File: src/rtl/adc_pkg.sv
// Shared types and constants for the ADC receive-RAM readout path.
package adc_pkg;

   localparam int ADC_WORD_W = 128;
   localparam int BEAT_W     = 32;
   localparam int RAM_WORDS  = 16384;
   localparam int WCNT_W     = 15;
   localparam int LEN_W      = 16;

   typedef enum logic [1:0] {
      RD_IDLE,
      RD_RUN,
      RD_DRAIN
   } rd_state_t;

   // Requested record length limited to the RAM capacity; 16384 fits in 15 bits
   function automatic logic [WCNT_W-1:0] clamp_words(input logic [LEN_W-1:0] len);
      if (len > LEN_W'(RAM_WORDS)) begin
         return WCNT_W'(RAM_WORDS);
      end
      return WCNT_W'(len);
   endfunction

endpackage

File: src/rtl/adc_prefetch_fifo.sv
// Small synchronous FIFO holding RAM words between the read port and the beat unpacker.
module adc_prefetch_fifo #(
   parameter int WIDTH = 128,
   parameter int DEPTH = 4,
   localparam int PTR_W = $clog2(DEPTH),
   localparam int CNT_W = PTR_W + 1
) (
   input  logic             clk,
   input  logic             iReset_n,
   input  logic             iFlush,
   input  logic             iPush,
   input  logic [WIDTH-1:0] iData,
   input  logic             iPop,
   output logic [WIDTH-1:0] oData,
   output logic [CNT_W-1:0] oCount,
   output logic             oEmpty
);

   logic [WIDTH-1:0] mem [DEPTH];
   logic [PTR_W-1:0] wr_ptr;
   logic [PTR_W-1:0] rd_ptr;
   logic [CNT_W-1:0] count;
   logic             do_push;
   logic             do_pop;

   assign do_push = iPush && (count != CNT_W'(DEPTH));
   assign do_pop  = iPop && (count != '0);

   // Pointer and occupancy bookkeeping; a flush empties the FIFO in one cycle
   always_ff @(posedge clk or negedge iReset_n) begin
      if (!iReset_n) begin
         wr_ptr <= '0;
         rd_ptr <= '0;
         count  <= '0;
      end else if (iFlush) begin
         wr_ptr <= '0;
         rd_ptr <= '0;
         count  <= '0;
      end else begin
         if (do_push) begin
            wr_ptr <= wr_ptr + PTR_W'(1);
         end
         if (do_pop) begin
            rd_ptr <= rd_ptr + PTR_W'(1);
         end
         case ({do_push, do_pop})
            2'b10:   count <= count + CNT_W'(1);
            2'b01:   count <= count - CNT_W'(1);
            default: count <= count;
         endcase
      end
   end

   // Storage array, written only on an accepted push
   always_ff @(posedge clk) begin
      if (do_push) begin
         mem[wr_ptr] <= iData;
      end
   end

   assign oData  = mem[rd_ptr];
   assign oCount = count;
   assign oEmpty = (count == '0);

endmodule

File: src/rtl/adc_ram_readout.sv
// Reads captured 128-bit sample words from RAM port B and streams them as 32-bit beats.
module adc_ram_readout
   import adc_pkg::*;
#(
   parameter int RD_LAT     = 2,
   parameter int FIFO_DEPTH = 4,
   parameter int ADDR_W     = 15
) (
   input  logic                  clk,
   input  logic                  iReset_n,
   input  logic                  iStartRead,
   input  logic                  iAbort,
   input  logic [LEN_W-1:0]      iRecLength,
   output logic [ADDR_W-1:0]     oRAddr,
   output logic                  oRdEn,
   input  logic [ADC_WORD_W-1:0] iRamData,
   output logic [BEAT_W-1:0]     oData,
   output logic                  oValid,
   input  logic                  iReady,
   output logic                  oLast,
   output logic                  oBusy,
   output logic                  oDone
);

   localparam int CNT_W = $clog2(FIFO_DEPTH) + 1;

   rd_state_t             state;
   rd_state_t             state_nxt;
   logic [WCNT_W-1:0]     words_q;
   logic [WCNT_W-1:0]     issued_q;
   logic [WCNT_W-1:0]     popped_q;
   logic [WCNT_W-1:0]     start_words;
   logic [1:0]            beat_q;
   logic [RD_LAT-1:0]     vld_pipe;
   logic                  done_q;
   logic [CNT_W-1:0]      fifo_count;
   logic                  fifo_empty;
   logic [ADC_WORD_W-1:0] head_word;
   logic [7:0]            in_flight;
   logic [7:0]            credit_used;
   logic                  start_acc;
   logic                  beat_acc;
   logic                  word_pop;
   logic                  last_acc;
   logic                  rd_en;
   logic                  valid_int;
   logic                  last_int;

   assign start_words = clamp_words(iRecLength);
   assign start_acc   = (state == RD_IDLE) && iStartRead && !iAbort;
   assign beat_acc    = valid_int && iReady;
   assign word_pop    = beat_acc && (beat_q == 2'd3);
   assign last_acc    = beat_acc && last_int;
   assign credit_used = 8'(fifo_count) + in_flight;

   // Count reads issued but not yet returned by the RAM
   always_comb begin
      in_flight = '0;
      for (int i = 0; i < RD_LAT; i++) begin
         in_flight = in_flight + 8'(vld_pipe[i]);
      end
   end

   // State register
   always_ff @(posedge clk or negedge iReset_n) begin
      if (!iReset_n) begin
         state <= RD_IDLE;
      end else begin
         state <= state_nxt;
      end
   end

   // Next-state logic; abort overrides everything and a zero-length start never leaves IDLE
   always_comb begin
      state_nxt = state;
      case (state)
         RD_IDLE: begin
            if (start_acc && (start_words != '0)) begin
               state_nxt = RD_RUN;
            end
         end
         RD_RUN: begin
            if (last_acc) begin
               state_nxt = RD_IDLE;
            end else if (issued_q == words_q) begin
               state_nxt = RD_DRAIN;
            end
         end
         RD_DRAIN: begin
            if (last_acc) begin
               state_nxt = RD_IDLE;
            end
         end
         default: state_nxt = RD_IDLE;
      endcase
      if (iAbort) begin
         state_nxt = RD_IDLE;
      end
   end

   // Outputs: reads are issued only while FIFO space covers everything already in flight
   always_comb begin
      oBusy     = (state != RD_IDLE);
      rd_en     = (state == RD_RUN) && (issued_q < words_q) && (credit_used < 8'(FIFO_DEPTH));
      valid_int = (state != RD_IDLE) && !fifo_empty;
      last_int  = valid_int && (beat_q == 2'd3) && (popped_q == words_q - WCNT_W'(1));
      oData     = '0;
      if (valid_int) begin
         case (beat_q)
            2'd0:    oData = head_word[127:96];
            2'd1:    oData = head_word[95:64];
            2'd2:    oData = head_word[63:32];
            default: oData = head_word[31:0];
         endcase
      end
   end

   // Word/beat counters, read-latency tracker and the completion pulse
   always_ff @(posedge clk or negedge iReset_n) begin
      if (!iReset_n) begin
         words_q  <= '0;
         issued_q <= '0;
         popped_q <= '0;
         beat_q   <= '0;
         vld_pipe <= '0;
         done_q   <= 1'b0;
      end else if (iAbort) begin
         issued_q <= '0;
         popped_q <= '0;
         beat_q   <= '0;
         vld_pipe <= '0;
         done_q   <= 1'b0;
      end else begin
         vld_pipe[0] <= rd_en;
         for (int i = 1; i < RD_LAT; i++) begin
            vld_pipe[i] <= vld_pipe[i-1];
         end
         done_q <= last_acc || (start_acc && (start_words == '0));
         if (start_acc) begin
            words_q  <= start_words;
            issued_q <= '0;
            popped_q <= '0;
            beat_q   <= '0;
         end else begin
            if (rd_en) begin
               issued_q <= issued_q + WCNT_W'(1);
            end
            if (beat_acc) begin
               beat_q <= beat_q + 2'd1;
               if (beat_q == 2'd3) begin
                  popped_q <= popped_q + WCNT_W'(1);
               end
            end
         end
      end
   end

   adc_prefetch_fifo #(
      .WIDTH (ADC_WORD_W),
      .DEPTH (FIFO_DEPTH)
   ) u_fifo (
      .clk      (clk),
      .iReset_n (iReset_n),
      .iFlush   (iAbort),
      .iPush    (vld_pipe[RD_LAT-1]),
      .iData    (iRamData),
      .iPop     (word_pop),
      .oData    (head_word),
      .oCount   (fifo_count),
      .oEmpty   (fifo_empty)
   );

   assign oRAddr = ADDR_W'(issued_q);
   assign oRdEn  = rd_en;
   assign oValid = valid_int;
   assign oLast  = last_int;
   assign oDone  = done_q;

endmodule

File: config.mk
export PLATFORM = sky130hd
export DESIGN_NAME = adc_ram_readout
export DESIGN_NICKNAME = d
export VERILOG_FILES = /design/src/rtl/adc_pkg.sv /design/src/rtl/adc_prefetch_fifo.sv /design/src/rtl/adc_ram_readout.sv
export SDC_FILE = /design/constraint.sdc
export NUM_CORES = 1
export LEC_CHECK = 0
export ABC_AREA = 0
export CORE_MARGIN = 3
export CORE_UTILIZATION = 61
export CTS_CLUSTER_SIZE = 14
export DETAILED_ROUTE_END_ITERATION = 6
export HOLD_SLACK_MARGIN = 0.06
export PLACE_DENSITY = 0.84
export SLEW_MARGIN = 30
export SYNTH_ARGS = -nofsm -noshare
export SYNTH_HDL_FRONTEND = slang
export SYNTH_SLANG_ARGS = --single-unit
File: constraint.sdc
create_clock -name clk -period 9.39 [get_ports clk]
set_input_delay 1.878 -clock clk [delete_from_list [all_inputs] [get_ports clk]]
set_output_delay 1.878 -clock clk [all_outputs]
set_load 0.005 [all_outputs]
==> results.md <==
- Req. time, crit path: 7.51 ns
- Nets@finish: 1662
- CTS sink count: 571
- Cell mode on critical path: a21oi_1
- PortBufs: 200
- Clk buf depth: 3
- Layout cells sized above 1: 16.2%
- HP Class: register to register
- Synth Cell Area: 0.0232 mm2
- Status: completed
- Max_cap viols: 0
- Total gr overflow: 0
- Antenna violations before repair: 12
- Post-synth EDFFs: 512
- Clock skew: 0.0143 ns
- Pins Over Slew Limit: 0
- F_max: 0.177 GHz
- Avg Cell Area, Syn: 18.2 um2
- Cell taking the most area after synthesis: edfxtp_1
- Htree depth: 2
- VDD IR-drop max: 0.192 mV
- Starting Density: 62.6%
- Final Routed Wirelength: 49900 um
- Most common cell in the netlist: edfxtp_1
- Yosys warnings: 0
- Relative slew margins: 37.5%
- Crit Path Max Fanout: 50
- Syn Nets: 1454
- Total CTS buffers: 55
- Syn Inst Count: 1275
- P&R area growth vs syn: 18.7%
- Final Core Density: 74.4%
- Vias in the first global route: 13400
- Pwr dens: 210 mW/mm2
- Post-DRT Antenna Nets: 0
- Yosys top cell area share: 66.3%
- CP startpoint kind: register
- Detailed-router iteration count before antenna repair: 5
- Vias/cell: 6.28
- Root Driver: clkbuf_16
- Hpwl dp: 29200 um
- Crit path time final: 5.65 ns
- Largest net degree at the start of global routing: 74
- Worst Path Buf+Inv: 2
- Sequential share of the synthesized area: 72.6%
- Crit path cell chain: buf_4 -> mux4_2 -> a22oi_1 -> a21oi_1 -> a21oi_1 -> nor2_1 -> clkdlybuf4s50_1
- CTS resizes: 0
- Total track usage: 25.1%
- Setup-failing EPs final: 0
- Clock-pin slew on the worst setup and hold paths: 0.06 ns
- RSZ-0062 raised after global routing: false
- Routed WL per cell: 24.6 um
- DR DRC count: 0
- GPL Wtd Cong: 0.872
- CTS tree: done
- Sum Neg Setup Slack: 0 ns
- Static Leak: 8.92 nW
- Critical path arrival: 3.77 ns
- Post-CTS Setup Inserts: 0
- Max stage delay cell, worst path: dfrtp_4
- Post-synth top flop: edfxtp_1
- First-pass GRT wire length: 77800 um
- Final Hold Viols: 0
- Row cnt: 70
- Critical Path End Type: output pin
- Hold buffers post-CTS: 0
- Most common library cells after synthesis: 512 x edfxtp_1, 128 x mux4_2, 91 x a21oi_1
- Die ar.: 0.0404 mm2
- Distinct cells, synth: 55
- Max incr delay on CP: 0.86 ns
- Iteration-0 DRC Markers: 1091
- Die W: 201 um
- WS Path Type: register to output pin
- Routed via count: 12800
- FFs w/ async S/R, synth: 10.3%
- Post-synthesis register bit count: 571
- Ranking of synthesized cells by area: edfxtp_1 66%, mux4_2 12%, dfrtp_1 6.4%
- Fin crit share: 60.1%
- Crit path max-delay family: buffers and inverters
- Least-Margin Pin Slew: 0.937 ns
- Die height: 201 um
- Core area: 0.0370 mm2
- Num ports: 201
- Clock latency on the worst-skew pair: 0.60 ns
[state kept, by name (all words and copies together), names as in the netlist]
| signal | flops |
|---|---|
| beat_q | 2 |
| oDone | 1 |
| oRAddr | 15 |
| popped_q | 15 |
| state | 2 |
| u_fifo.mem | 512 |
| u_fifo.oCount | 3 |
| u_fifo.rd_ptr | 2 |
| u_fifo.wr_ptr | 2 |
| vld_pipe | 2 |
| words_q | 15 |
[per-stage QoR]
stage          power [mW]  std cells  setup slack [ns]  hold slack, ns  instance area (um2)
4_1_cts              5.81       2021              3.65           0.538                27400
6_report             5.78       2032              3.74           0.542                27600
2_1_floorplan        3.43       1275              4.93           0.471                23200
3_5_place_dp         3.70       1925              4.32           0.498                25700
5_1_grt              5.98       2030              3.42           0.565                27600
3_3_place_gp         3.67       1925              4.37           0.501                25700
[worst register-to-register path, stage by stage (launching register included)]
cell,delay (ns)
dfrtp_1,0.50
nor2_1,0.09
a21boi_1,0.66
and2_4,0.49
buf_4,0.77
buf_4,0.78
[final timing paths]
kind / startpoint / endpoint / slack [ns] / depth (start not counted)
setup / recovery: u_fifo.rd_ptr[1]$_DFFE_PN0P_ / oData[25] / 3.74 / 7
hold / removal: vld_pipe[0]$_DFF_PN0_ / vld_pipe[1]$_DFF_PN0_ / 0.54 / 1
setup reg to reg: u_fifo.oCount[0]$_DFFE_PN0P_ / u_fifo.mem[0][88]$_DFFE_PP_ / 5.72 / 5
hold reg to reg: vld_pipe[0]$_DFF_PN0_ / vld_pipe[1]$_DFF_PN0_ / 0.54 / 1
max in group asynchronous: iReset_n / u_fifo.rd_ptr[1]$_DFFE_PN0P_ / 7.38 / 2
min in group asynchronous: iReset_n / oRAddr[9]$_DFFE_PN0P_ / 1.44 / 2
[layer usage]
metal | GRT usage [%] | wire (um) | share of wire [%] | vias up
li1 | - | - | - | 5568
met3 | 5.95 | 4000 | 8.0 | 124
met1 | 34.9 | 19800 | 40 | 6517
met4 | 10.2 | 1590 | 3.2 | 14
met5 | 0 | 92 | 0.18 | -
met2 | 39.2 | 24500 | 49 | 546
[placed cells by master, fill, tap and decap left out, types with 7 or more instances in the layout]
cell / instances
xor2_1: 12
clkdlybuf4s50_1: 199
ha_1: 25
clkinv_1: 16
mux4_2: 128
o31ai_1: 15
a22oi_1: 32
nand3_1: 15
inv_1: 26
clkbuf_16: 55
or4_1: 12
dfrtp_1: 57
nor3_1: 10
edfxtp_1: 512
clkinv_2: 9
nor4_1: 7
xnor2_1: 23
nor2b_1: 7
buf_4: 11
a22o_1: 14
o21ai_0: 9
nor2_1: 66
nand2_1: 59
a21oi_1: 91
nand4_1: 10
[cell type report]
class	count	area, um2
Fill cell	2137	9490
Antenna cell	6	15.0
Timing Repair Buffer	218	2210
Clock buffer	60	1400
Inverter	27	101
Sequential cell	571	16900
Tap cell	504	631
Clock inverter	36	315
Multi-Input combinational cell	610	6030
[power by group]
part | switching, mW | internal, mW | total (mW)
clock | 0.907 | 1.20 | 2.11
sequential | 0.0701 | 2.90 | 2.97
combinational | 0.387 | 0.313 | 0.699
total | 1.36 | 4.41 | 5.78
[kinds of logic (layout without fill, tap and decap cells)]
family          count (synthesis)  in the layout  share of synthesized area (%)
compound gates                191            191                           5.31
xor+xnor                       35             35                           1.32
fa+ha+maj                      30             30                           1.65
buf+inv                        94            341                           1.65
flops                         571            571                           72.6
mux                           131            131                           12.6
other cells                     0              6                              0
simple gates                  223            223                           4.91
Power figures use the tool's default switching activity.
